<file path="src/rtl/role_ctrl_pkg.sv">
// Shared constants and FSM state types for the role_NORTH AXI-Lite kernel control block.
package role_ctrl_pkg;

    localparam logic [4:0] OFF_CTRL      = 5'h00;
    localparam logic [4:0] OFF_STATUS    = 5'h04;
    localparam logic [4:0] OFF_KER_COUNT = 5'h08;
    localparam logic [4:0] OFF_IER       = 5'h0C;
    localparam logic [4:0] OFF_SCRATCH   = 5'h10;
    localparam logic [4:0] OFF_VERSION   = 5'h14;

    localparam int CTRL_START        = 0;
    localparam int CTRL_AUTO_RESTART = 1;
    localparam int STAT_DONE         = 0;
    localparam int STAT_IDLE         = 1;
    localparam int STAT_CNT_VLD      = 2;

    localparam logic [1:0] RESP_OKAY   = 2'b00;
    localparam logic [1:0] RESP_SLVERR = 2'b10;

    typedef enum logic {W_IDLE, W_RESP} w_state_t;
    typedef enum logic {R_IDLE, R_RESP} r_state_t;

    // Word index [4:2] lands on a real register (VERSION is the last one).
    function automatic logic reg_mapped(input logic [2:0] idx);
        return {idx, 2'b00} <= OFF_VERSION;
    endfunction

endpackage

</file>
<file path="src/rtl/role_ctrl_regfile.sv">
// Kernel control/status register storage, ap_start handshake, done/count capture and read mux.
module role_ctrl_regfile
    import role_ctrl_pkg::*;
#(
    parameter logic [31:0] VERSION = 32'h0001_0000
) (
    input  logic        clk,
    input  logic        rst_n,
    input  logic        wr_en,
    input  logic [2:0]  wr_idx,
    input  logic [31:0] wr_data,
    input  logic [3:0]  wr_strb,
    input  logic [2:0]  rd_idx,
    output logic [31:0] rd_data,
    output logic        ap_start,
    input  logic        ap_ready,
    input  logic        ap_done,
    input  logic        ap_idle,
    input  logic [31:0] ker_count,
    input  logic        ker_count_ap_vld,
    output logic        irq
);

    logic        ap_start_q, ap_start_d;
    logic        auto_restart_q, auto_restart_d;
    logic        done_q, done_d;
    logic        cnt_vld_q, cnt_vld_d;
    logic [31:0] ker_count_q, ker_count_d;
    logic        ier_q, ier_d;
    logic [31:0] scratch_q, scratch_d;
    logic        irq_q, irq_d;

    logic wr_ctrl, wr_status, wr_ier, wr_scratch;

    always_comb begin
        wr_ctrl    = wr_en && ({wr_idx, 2'b00} == OFF_CTRL);
        wr_status  = wr_en && ({wr_idx, 2'b00} == OFF_STATUS);
        wr_ier     = wr_en && ({wr_idx, 2'b00} == OFF_IER);
        wr_scratch = wr_en && ({wr_idx, 2'b00} == OFF_SCRATCH);

        ap_start_d = ap_start_q;
        if (ap_start_q) begin
            if (ap_ready && !auto_restart_q) ap_start_d = 1'b0;
        end else if (wr_ctrl && wr_data[CTRL_START]) begin
            ap_start_d = 1'b1;
        end
        auto_restart_d = wr_ctrl ? wr_data[CTRL_AUTO_RESTART] : auto_restart_q;

        // Clear first so a same-cycle kernel event overrides the W1C.
        done_d = done_q;
        if (wr_status && wr_data[STAT_DONE]) done_d = 1'b0;
        if (ap_done) done_d = 1'b1;
        cnt_vld_d = cnt_vld_q;
        if (wr_status && wr_data[STAT_CNT_VLD]) cnt_vld_d = 1'b0;
        if (ker_count_ap_vld) cnt_vld_d = 1'b1;
        ker_count_d = ker_count_ap_vld ? ker_count : ker_count_q;

        ier_d = wr_ier ? wr_data[0] : ier_q;
        scratch_d = scratch_q;
        for (int b = 0; b < 4; b++)
            if (wr_scratch && wr_strb[b]) scratch_d[8*b +: 8] = wr_data[8*b +: 8];

        irq_d = done_q & ier_q;
    end

    always_ff @(posedge clk) begin
        if (!rst_n) begin
            ap_start_q     <= 1'b0;
            auto_restart_q <= 1'b0;
            done_q         <= 1'b0;
            cnt_vld_q      <= 1'b0;
            ker_count_q    <= '0;
            ier_q          <= 1'b0;
            scratch_q      <= '0;
            irq_q          <= 1'b0;
        end else begin
            ap_start_q     <= ap_start_d;
            auto_restart_q <= auto_restart_d;
            done_q         <= done_d;
            cnt_vld_q      <= cnt_vld_d;
            ker_count_q    <= ker_count_d;
            ier_q          <= ier_d;
            scratch_q      <= scratch_d;
            irq_q          <= irq_d;
        end
    end

    always_comb begin
        rd_data = '0;
        case ({rd_idx, 2'b00})
            OFF_CTRL:      rd_data = {30'd0, auto_restart_q, ap_start_q};
            OFF_STATUS:    rd_data = {29'd0, cnt_vld_q, ap_idle, done_q};
            OFF_KER_COUNT: rd_data = ker_count_q;
            OFF_IER:       rd_data = {31'd0, ier_q};
            OFF_SCRATCH:   rd_data = scratch_q;
            OFF_VERSION:   rd_data = VERSION;
            default:       rd_data = '0;
        endcase
    end

    assign ap_start = ap_start_q;
    assign irq      = irq_q;

endmodule

</file>
<file path="src/rtl/role_axil_ctrl_slave.sv">
// AXI4-Lite responder for the role_NORTH kernel control registers: write and read channel FSMs.
module role_axil_ctrl_slave
    import role_ctrl_pkg::*;
#(
    parameter int          ADDR_W  = 12,
    parameter int          DATA_W  = 32,
    parameter logic [31:0] VERSION = 32'h0001_0000
) (
    input  logic                CLK_IN_250,
    input  logic                AXI_RESET_N,
    input  logic [ADDR_W-1:0]   s_axil_awaddr,
    input  logic                s_axil_awvalid,
    output logic                s_axil_awready,
    input  logic [DATA_W-1:0]   s_axil_wdata,
    input  logic [DATA_W/8-1:0] s_axil_wstrb,
    input  logic                s_axil_wvalid,
    output logic                s_axil_wready,
    output logic [1:0]          s_axil_bresp,
    output logic                s_axil_bvalid,
    input  logic                s_axil_bready,
    input  logic [ADDR_W-1:0]   s_axil_araddr,
    input  logic                s_axil_arvalid,
    output logic                s_axil_arready,
    output logic [DATA_W-1:0]   s_axil_rdata,
    output logic [1:0]          s_axil_rresp,
    output logic                s_axil_rvalid,
    input  logic                s_axil_rready,
    output logic                ap_start,
    input  logic                ap_ready,
    input  logic                ap_done,
    input  logic                ap_idle,
    input  logic [31:0]         ker_count,
    input  logic                ker_count_ap_vld,
    output logic                irq
);

    function automatic logic addr_hit(input logic [ADDR_W-1:0] a);
        return (a[ADDR_W-1:5] == '0) && reg_mapped(a[4:2]);
    endfunction

    logic unused_addr_lsbs;
    assign unused_addr_lsbs = ^{s_axil_awaddr[1:0], s_axil_araddr[1:0]};

    w_state_t            w_state_q, w_state_d;
    r_state_t            r_state_q, r_state_d;
    logic                alive_q;
    logic                aw_held_q, aw_held_d;
    logic                w_held_q, w_held_d;
    logic                w_hit_q, w_hit_d;
    logic [2:0]          w_idx_q, w_idx_d;
    logic [DATA_W-1:0]   wdata_q, wdata_d;
    logic [DATA_W/8-1:0] wstrb_q, wstrb_d;
    logic                bvalid_q, bvalid_d;
    logic [1:0]          bresp_q, bresp_d;
    logic                rvalid_q, rvalid_d;
    logic [1:0]          rresp_q, rresp_d;
    logic [DATA_W-1:0]   rdata_q, rdata_d;

    logic              wr_en;
    logic [DATA_W-1:0] reg_rdata;
    logic              r_hit;

    // Readies stay low through reset and the first cycle after it.
    assign s_axil_awready = alive_q && (w_state_q == W_IDLE) && !aw_held_q;
    assign s_axil_wready  = alive_q && (w_state_q == W_IDLE) && !w_held_q;
    assign s_axil_arready = alive_q && (r_state_q == R_IDLE);
    assign r_hit          = addr_hit(s_axil_araddr);

    always_comb begin
        w_state_d = w_state_q;
        aw_held_d = aw_held_q;
        w_held_d  = w_held_q;
        w_hit_d   = w_hit_q;
        w_idx_d   = w_idx_q;
        wdata_d   = wdata_q;
        wstrb_d   = wstrb_q;
        bvalid_d  = bvalid_q;
        bresp_d   = bresp_q;
        wr_en     = 1'b0;
        case (w_state_q)
            W_IDLE: begin
                if (s_axil_awvalid && s_axil_awready) begin
                    aw_held_d = 1'b1;
                    w_hit_d   = addr_hit(s_axil_awaddr);
                    w_idx_d   = s_axil_awaddr[4:2];
                end
                if (s_axil_wvalid && s_axil_wready) begin
                    w_held_d = 1'b1;
                    wdata_d  = s_axil_wdata;
                    wstrb_d  = s_axil_wstrb;
                end
                if (aw_held_q && w_held_q) begin
                    wr_en     = w_hit_q;
                    bresp_d   = w_hit_q ? RESP_OKAY : RESP_SLVERR;
                    bvalid_d  = 1'b1;
                    aw_held_d = 1'b0;
                    w_held_d  = 1'b0;
                    w_state_d = W_RESP;
                end
            end
            W_RESP: begin
                if (s_axil_bready) begin
                    bvalid_d  = 1'b0;
                    w_state_d = W_IDLE;
                end
            end
            default: w_state_d = W_IDLE;
        endcase
    end

    always_comb begin
        r_state_d = r_state_q;
        rvalid_d  = rvalid_q;
        rresp_d   = rresp_q;
        rdata_d   = rdata_q;
        case (r_state_q)
            R_IDLE: begin
                if (s_axil_arvalid && s_axil_arready) begin
                    rdata_d   = r_hit ? reg_rdata : '0;
                    rresp_d   = r_hit ? RESP_OKAY : RESP_SLVERR;
                    rvalid_d  = 1'b1;
                    r_state_d = R_RESP;
                end
            end
            R_RESP: begin
                if (s_axil_rready) begin
                    rvalid_d  = 1'b0;
                    r_state_d = R_IDLE;
                end
            end
            default: r_state_d = R_IDLE;
        endcase
    end

    always_ff @(posedge CLK_IN_250) begin
        if (!AXI_RESET_N) begin
            alive_q   <= 1'b0;
            w_state_q <= W_IDLE;
            r_state_q <= R_IDLE;
            aw_held_q <= 1'b0;
            w_held_q  <= 1'b0;
            w_hit_q   <= 1'b0;
            w_idx_q   <= '0;
            wdata_q   <= '0;
            wstrb_q   <= '0;
            bvalid_q  <= 1'b0;
            bresp_q   <= RESP_OKAY;
            rvalid_q  <= 1'b0;
            rresp_q   <= RESP_OKAY;
            rdata_q   <= '0;
        end else begin
            alive_q   <= 1'b1;
            w_state_q <= w_state_d;
            r_state_q <= r_state_d;
            aw_held_q <= aw_held_d;
            w_held_q  <= w_held_d;
            w_hit_q   <= w_hit_d;
            w_idx_q   <= w_idx_d;
            wdata_q   <= wdata_d;
            wstrb_q   <= wstrb_d;
            bvalid_q  <= bvalid_d;
            bresp_q   <= bresp_d;
            rvalid_q  <= rvalid_d;
            rresp_q   <= rresp_d;
            rdata_q   <= rdata_d;
        end
    end

    assign s_axil_bvalid = bvalid_q;
    assign s_axil_bresp  = bresp_q;
    assign s_axil_rvalid = rvalid_q;
    assign s_axil_rresp  = rresp_q;
    assign s_axil_rdata  = rdata_q;

    role_ctrl_regfile #(.VERSION(VERSION)) u_regfile (
        .clk              (CLK_IN_250),
        .rst_n            (AXI_RESET_N),
        .wr_en            (wr_en),
        .wr_idx           (w_idx_q),
        .wr_data          (wdata_q),
        .wr_strb          (wstrb_q),
        .rd_idx           (s_axil_araddr[4:2]),
        .rd_data          (reg_rdata),
        .ap_start         (ap_start),
        .ap_ready         (ap_ready),
        .ap_done          (ap_done),
        .ap_idle          (ap_idle),
        .ker_count        (ker_count),
        .ker_count_ap_vld (ker_count_ap_vld),
        .irq              (irq)
    );

endmodule
</file>
<file path="config.mk">
export PLATFORM = sky130hd
export DESIGN_NAME = role_axil_ctrl_slave
export DESIGN_NICKNAME = d
export VERILOG_FILES = /design/src/rtl/role_ctrl_pkg.sv /design/src/rtl/role_ctrl_regfile.sv /design/src/rtl/role_axil_ctrl_slave.sv
export SDC_FILE = /design/constraint.sdc
export NUM_CORES = 1
export LEC_CHECK = 0
export ABC_AREA = 1
export CAP_MARGIN = 20
export CORE_UTILIZATION = 25
export DETAILED_ROUTE_END_ITERATION = 12
export GPL_TIMING_DRIVEN = 0
export HOLD_SLACK_MARGIN = 0.08
export PLACE_DENSITY = 0.45
export REMOVE_ABC_BUFFERS = 1
export SETUP_SLACK_MARGIN = 0.05
export SYNTH_ARGS = -nofsm -noshare
export SYNTH_HDL_FRONTEND = slang
export SYNTH_SLANG_ARGS = --single-unit
</file>
<file path="constraint.sdc">
create_clock -name CLK_IN_250 -period 1.86 [get_ports CLK_IN_250]
set_input_delay 0.279 -clock CLK_IN_250 [delete_from_list [all_inputs] [get_ports CLK_IN_250]]
set_output_delay 0.279 -clock CLK_IN_250 [all_outputs]
set_load 0.02 [all_outputs]
</file>
==> summary.md <==
| Metric | Value |
|---|---|
| Max FO, Critical Path | `16` |
| Row cnt | `54` |
| Hold path depth | `3` |
| Slew @ Worst Pin | `519 ps` |
| Hold_ws | `210 ps` |
| Crit Reg-Reg Startpoint | `w_held_q` |
| Die height | `153 um` |
| Clk slew on worst S/H paths | `60 ps` |
| Register-to-Register Path Depth | `6` |
| Setup crit end kind | `register` |
| Share of layout cells above drive strength 1 | `7.11%` |
| Clock net sink count | `151` |
| Final setup fails | `0` |
| Placed cells | `1151` |
| CTS tree | `yes` |
| Post-synth EDFFs | `0` |
| Post-route ant nets | `0` |
| Top-count cell post-synth | `nor2_1` |
| CTS Root Cell | `clkbuf_16` |
| Max Cap Viol | `0` |
| ANT cells | `0` |
| Placed Area | `between 7000 and 8000 um2` |
| Drt wl/cell | `15.2 um` |
| Peak VDD IR | `0.466 mV` |
| Post-synth top area share | `52.8%` |
| Crit path from | `w_held_q` |
| Final worst setup slack | `145 ps` |
| Syn_area_per_cell | `about 7.4 um2` |
| Detailed Route WL | `18200 um` |
| Met1 usage | `19.7%` |
| Drt pass-1 iters | `4` |
| Leakage | `2.98 nW` |
| Yosys reg bits | `151` |
| Period minus WS final | `roughly 1700 ps` |
| R2r setup slk | `about 140 ps` |
| H-tree levels | `4` |
| Highest Clock Rate | `583 MHz` |
| P&R area growth vs syn | `42.7%` |
| Final Hold Fails | `0` |
| Vias in the first global route | `around 5000` |
| CP Class | `register to register` |
| Core Region | `22200 um2` |
| Sequential-to-total area share from yosys stat | `a little over half` |
| TNS Setup | `0 ps` |
| Vias per cell | `4.38` |
| Hold Path Class | `input port to register` |
| Max clock buf depth | `2` |
| Total global routing overflow | `0` |
| Met2 Use GR | `24.3%` |
| Synth area leaders | `dfxtp_1 53%, o21ai_0 11%, nor2_1 10%, nand2_1 8.0%, a21oi_1 6.5%` |
| WP data required | `2170 ps` |
| Post-detail-place hpwl | `between 10000 and 15000 um` |
| Cells after synthesis | `approximately 770` |
| Initial antenna violation count | `0` |
| Initial core utilization | `25.8%` |
| Final non-filler cell total | `between 1000 and 1500` |
| Drt drc | `0` |
| Cell Area, Synth | `around 5700 um2` |
| Setup slack at placement | `-1080 ps` |
| Final core utilization | `36.9%` |
| Cell taking the most area after synthesis | `dfxtp_1` |
| Die Footprint | `roughly 23000 um2` |
| Final net count | `between 1000 and 1500` |
| Synthesis Warnings | `0` |
| Slew headroom | `65.4%` |
| Status | `finished, final reports clean` |
| Post-synth top cells | `152 x nor2_1, 151 x dfxtp_1, 131 x o21ai_0` |
| Slew Viols, Final | `0` |
| Unrepaired setup endpoints after global routing | `true` |
| Gr busiest metal | `met2` |
| Worst-Skew Late Latency | `420 ps` |
| Tcrit/Tclk final | `92.2%` |
| Clock Skew | `11.7 ps` |
| FFs w/ async S/R, synth | `0%` |
| Top_reg_cell synth | `dfxtp_1` |
| P per Cell Area | `~900 nW/um2` |
| Post-synth cell types | `22` |
| CTS buffer count | `17` |
| Largest net degree at the start of global routing | `98` |
| Power Total | `7.34 mW` |
| Final Cell Area | `8170 um2` |
| # IOs | `146` |
| Routed vias | `5235` |
| RD Place Congestion | `0.694` |
| Arr. time, crit path | `between 2000 and 2500 ps` |
| Hold Startpoint | `AXI_RESET_N` |
| First-pass GRT wire length | `27100 um` |
| Total GRT Usage | `15.1%` |
| Overall die width | `153 um` |
| GR Layer Usage met3 | `3.60%` |
| Critical Path Source Type | `register` |
| Initial DRC count | `253` |
| # port buffers | `139` |
-- power by group --
group	switching [mW]	internal, mW
clock network	1.39	1.83
logic	0.368	0.326
registers	0.0620	3.36
total	1.82	5.51
-- sequential cells by signal, summed over array words and instances (netlist names), 3 cells and up --
name,flops
u_regfile.ker_count_q,32
wdata_q,32
wstrb_q,4
w_idx_q,3
s_axil_rdata,32
u_regfile.scratch_q,32
-- per-layer routing --
layer,wire length [um],share of wire [%]
met2,8410,46
met5,0,0
met3,698,3.8
met1,8800,48
met4,250,1.4
-- path summary, 6_finish.rpt --
check / endpoint
max reg2reg: u_regfile.scratch_q[14]
min reg2reg: u_regfile.scratch_q[20]
max: u_regfile.scratch_q[14]
min: u_regfile.ker_count_q[0]
-- logic make-up after synthesis --
| family | after synthesis | share of synthesized area, % |
|---|---|---|
| other | 1 | 0.0655 |
| and+or+nand+nor | 303 | 20.9 |
| buffers and inverters | 101 | 7.26 |
| DFF | 151 | 52.8 |
| AOI/OAI and AO/OA | 215 | 18.9 |
-- layout by cell type (no fill, tap or decap), types with 6 or more instances in the layout --
cell type / netlist / layout
a21oi_1: 74 / 74
buf_4: 6 / 9
clkbuf_16: 0 / 19
clkdlybuf4s50_1: 0 / 133
clkinv_2: 0 / 6
clkinvlp_4: 0 / 6
dfxtp_1: 151 / 151
inv_1: 52 / 50
nand2_1: 122 / 119
nand3_1: 16 / 12
nor2_1: 152 / 151
o21ai_0: 131 / 131
o21ai_1: 6 / 6
-- worst max-delay path, stage by stage, from the launching register on --
cell and delay [ps]:
dfxtp_1 400, nand2_1 130, nor3_4 390, buf_4 220, nand3_4 170, o21ai_0 230, a21oi_1 60
-- timing repair --
item                       CTS  global route
buffers inserted             0             8
setup endpoints to repair  137            66
pin swaps                    0             3
gates cloned                 0             3
resized for setup           13            19
hold buffers                 0             0
-- layout make-up --
type | count | area (um2)
Clock inverter | 13 | 106
Multi-Input combinational cell | 521 | 2400
Sequential cell | 151 | 3020
Timing Repair Buffer | 155 | 1630
Clock buffer | 19 | 433
Tap cell | 280 | 350
Inverter | 55 | 230
Fill cell | 2390 | 14000
Power figures use the tool's default switching activity.
==> variant 1, RTL diff (same flow settings) <==
The parameter `ADDR_W` goes from 12 to 11.
--- a/src/rtl/role_axil_ctrl_slave.sv
+++ b/src/rtl/role_axil_ctrl_slave.sv
@@ -3,5 +3,5 @@
     import role_ctrl_pkg::*;
 #(
-    parameter int          ADDR_W  = 12,
+    parameter int          ADDR_W  = 11,
     parameter int          DATA_W  = 32,
     parameter logic [31:0] VERSION = 32'h0001_0000
Interface: changed (resized s_axil_araddr and s_axil_awaddr); port bits go from 146 to 144. The function was not compared with the original's and may differ.
==> variant 1 against the original RTL <==
- wire length fell by 0.55%
- area after synthesis rose by 3.3%
- die area rose by 3.2%
- cell count rose by 1.9%
- total power rose by 6.4%
- global-route usage fell by 0.11 points
- sequential cell count did not move
- setup slack got worse by 0.034 ns
- highest routed layer unchanged
- final area rose by 0.51%
==> variant 1: results (changes against the original RTL) <==
- Status: complete, no violations
- Dpl cell area: 7480 um2 (+1.3%)
- Placed Cells: 1179 (+2.4%)
- Met3 Use GR: 3.28% (-0.32 points)
- Layout cells sized above 1: 7.85% (+0.74 points)
- Global Route met2 Usage: 23.9% (-0.48 points)
- Drt wl/cell: 14.8 um (-2.4%)
- Signal inverters: 54 (-1.8%)
- Reg2Reg Depth: 5 (-1)
- Reg2reg setup slack: 0.16 ns (+0.02 ns)
- Leak: 0.00295 uW (-1.0%)
- Met3 wire length: 762 um (+9.2%)
- Met2 WL: 8110 um (-3.5%)
- Largest net degree at the start of global routing: 57 (-42%)
- Crit path largest cell delay: 0.45 ns (+0.05 ns)
- Crit Path Max Fanout: 4 (-12)
- Clk_skew: 0.0123 ns (+0.000507 ns)
- First-pass GRT wire length: 27500 um (+1.2%)
- Seq. cell area: 3030 um2 (about the same)
- Fillers: 2518 (+5.4%)
- Min Tclk post-route: 1.75 ns (+0.0342 ns)
- Library cells used by synthesis: 31 (+41%)
- Non-clk buf share: 18.4% (-1.5 points)
- Slew @ Worst Pin: 0.903 ns (+0.384 ns)
- Arr. time, crit path: 1.47 ns (-0.55 ns)
- RePlAce Congestion: 0.719 (+3.6%)
- Detailed placement HPWL: 11000 um (+2.9%)
- Clock buffer count: 20 (+1)
- Max VDD drop: 0.454 mV (-2.5%)
- Dpl ws: -0.888 ns (+0.191 ns)
- Drt first-iter violations: 240 (-5.1%)
- Synthesized area per cell: 7.67 um2 (+3.4%)
- Clock-cell share of area: 7.56% (+0.96 points)
- R2r endpoint: u_regfile.scratch_q[10]
- Post-route cell area: 8210 um2 (+0.51%)
-- variant 1: critical path, delay by kind of cell, from the launching register on --
kind                   cells  cell delay, ns
flip-flops                 1            0.45
buffers and inverters      2            0.36
AND/OR/NAND/NOR            1            0.23
-- variant 1: cell families (layout without fill, tap and decap cells) --
| group | after synthesis | in the layout | share of synthesized area (%) |
|---|---|---|---|
| compound gates | 219 | 219 | 18.7 |
| buf+inv | 100 | 232 | 8.43 |
| flops | 151 | 151 | 51.2 |
| other cells | 1 | 2 | 0.0635 |
| simple gates | 299 | 300 | 21.6 |
-- variant 1: repair_timing --
item | 4_1_cts | 5_1_grt
hold buffers | 0 | 0
gates cloned | 0 | 1
pin swaps | 2 | 1
buffers inserted | 2 | 3
gates resized for setup | 12 | 10
setup endpoints to repair | 104 | 48
-- variant 1: power breakdown --
| group | switching, uW | internal, uW | total [uW] |
|---|---|---|---|
| clock | 1470 | 2200 | 3670 |
| sequential | 71.7 | 3360 | 3430 |
| combinational | 377 | 321 | 698 |
==> variant 2, RTL diff (same flow settings) <==
Without the edit above. Put a register stage on the output `irq`, without a reset. The value now appears one clock later. The other outputs are not delayed to match.
--- a/src/rtl/role_axil_ctrl_slave.sv
+++ b/src/rtl/role_axil_ctrl_slave.sv
@@ -34,4 +34,6 @@
     output logic                irq
 );
+
+    logic irq_c;
 
     function automatic logic addr_hit(input logic [ADDR_W-1:0] a);
@@ -188,6 +190,10 @@
         .ker_count        (ker_count),
         .ker_count_ap_vld (ker_count_ap_vld),
-        .irq              (irq)
+        .irq              (irq_c)
     );
 
+    always_ff @(posedge CLK_IN_250) begin
+        irq <= irq_c;
+    end
+
 endmodule
Behaviour: not the same (a bounded check fails within 10 cycles, from zero or initial values and one cycle with AXI_RESET_N low).
==> variant 2 against the original RTL <==
- first-iteration DRC count down 26%
- wire length shrank 3.0%
- total power increased by 2.1%
- area after synthesis grew 0.35%
- final area down 0.77%
- setup slack got worse by 0.049 ns
- die area rose by 0.35%
- sequential cell count is 1 higher
- highest routed layer unchanged
==> variant 2: results (changes against the original RTL) <==
- Status: complete, no violations
- Met3 Use GR: 3.24% (-0.36 points)
- Post-synth top cells: 152 x dfxtp_1, 152 x nor2_1, 131 x o21ai_0
- Global Route met2 Usage: 24.0% (-0.31 points)
- Worst Hold Depth: 1 (-2)
- Fillers: 2474 (+3.5%)
- Max VDD drop: 0.521 mV (+12%)
- Hold-critical path endpoint: alive_q
- Dominant cells by area after synthesis: dfxtp_1 53%, o21ai_0 11%, nor2_1 9.9%
- GR Layer Usage met1: 19.4% (-0.28 points)
- Dpl cell area: 7400 um2 (+0.15%)
- Worst skew pair latency: 0.42 ns (about the same)
- Arr. time, crit path: 2.07 ns (+0.05 ns)
- Reg2Reg Depth: 5 (-1)
- Largest net degree at the start of global routing: 65 (-34%)
- Sequential cell area fraction in the yosys report: 53.0% (+0.16 points)
- Layout cells sized above 1: 6.51% (-0.60 points)
- DR vias/cell: 4.33 (-1.3%)
- Reg2reg setup slack: 0.1 ns (-0.05 ns)
- Wirelength, routed: 17600 um (-3.0%)
- Compound-cell area share of the yosys netlist: 18.8% (-0.066 points)
- First-pass GRT wire length: 26700 um (-1.6%)
- Cts bufs inserted: 17 (unchanged)
- Ys flop type: dfxtp_1
- Detailed placement HPWL: 10700 um (+0.55%)
- Worst hold slack: 0.250 ns (+0.0397 ns)
- Dpl ws: -0.944 ns (+0.135 ns)
- R2r endpoint: u_regfile.scratch_q[23]
- Drt first-iter violations: 186 (-26%)
- Leak: 0.00294 uW (-1.0%)
- Total Nets Final: 997 (-0.70%)
- Clk_skew: 0.00711 ns (-0.00463 ns)
- Slew @ Worst Pin: 0.878 ns (+0.359 ns)
variant 2: final cells by class:
class / instances / area, um2 / share of cell area (%)
clock inverter: 14 / 141 / 1.74
inverter: 55 / 231 / 2.86
tap: 285 / 357 / 4.40
clock buffer: 17 / 425 / 5.25
timing repair buffer: 147 / 1550 / 19.1
sequential: 152 / 3040 / 37.5
multi-input combinational: 521 / 2360 / 29.1
variant 2: logic make-up after synthesis:
kind of cell           Yosys count
and+or+nand+nor                303
AOI/OAI and AO/OA              215
DFF                            152
buffers and inverters          101
other                            1
variant 2: routing by layer:
metal / wire [um] / vias up
met1: 8590 / 2308
met5: 0 / -
li1: - / 2747
met4: 186 / 0
met2: 8300 / 88
met3: 546 / 13
variant 2: timing repair:
| item | 4_1_cts | 5_1_grt |
|---|---|---|
| setup endpoints to repair | 137 | 62 |
| resized for setup | 13 | 12 |
| cloned | 0 | 2 |
| setup buffers | 0 | 2 |
| pin swaps | 0 | 2 |
variant 2: how the worst max path moves through the flow:
stage | startpoint | cells after the start | to | slack, ns
6_report | w_held_q | 5 | u_regfile.scratch_q[23] | 0.1
5_1_grt | w_held_q | 5 | u_regfile.scratch_q[15] | -0.1
4_1_cts | w_idx_q[1] | 6 | u_regfile.scratch_q[9] | -0.15
3_5_place_dp | ker_count_ap_vld | 6 | u_regfile.ker_count_q[22] | -0.94
3_3_place_gp | AXI_RESET_N | 5 | w_hit_q | -4.45
2_1_floorplan | r_state_q | 9 | s_axil_rdata[0] | -0.36
variant 2: power by group:
group / total (uW) / internal (uW) / leakage, uW / switching (uW)
sequential: 3440 / 3380 / 0.00124 / 60.6
combinational: 678 / 318 / 0.00143 / 360
clock: 3370 / 1870 / 0.000271 / 1500
variant 2: worst max-delay path, stage by stage (launching register included):
cell	delay, ns
dfxtp_1	0.38
nand2_1	0.12
nor3_4	0.37
nand3_2	0.42
o21ai_0	0.30
a21oi_1	0.05
variant 2: metrics by stage:
stage               cells  total power (uW)  TNS, ns
floorplan             727              3770   -13.79
global placement     1151              4170  -396.26
detailed placement   1156              4180   -65.18
CTS                  1187              7580    -1.99
global route         1191              7830   -0.720
finish               1191              7490        0
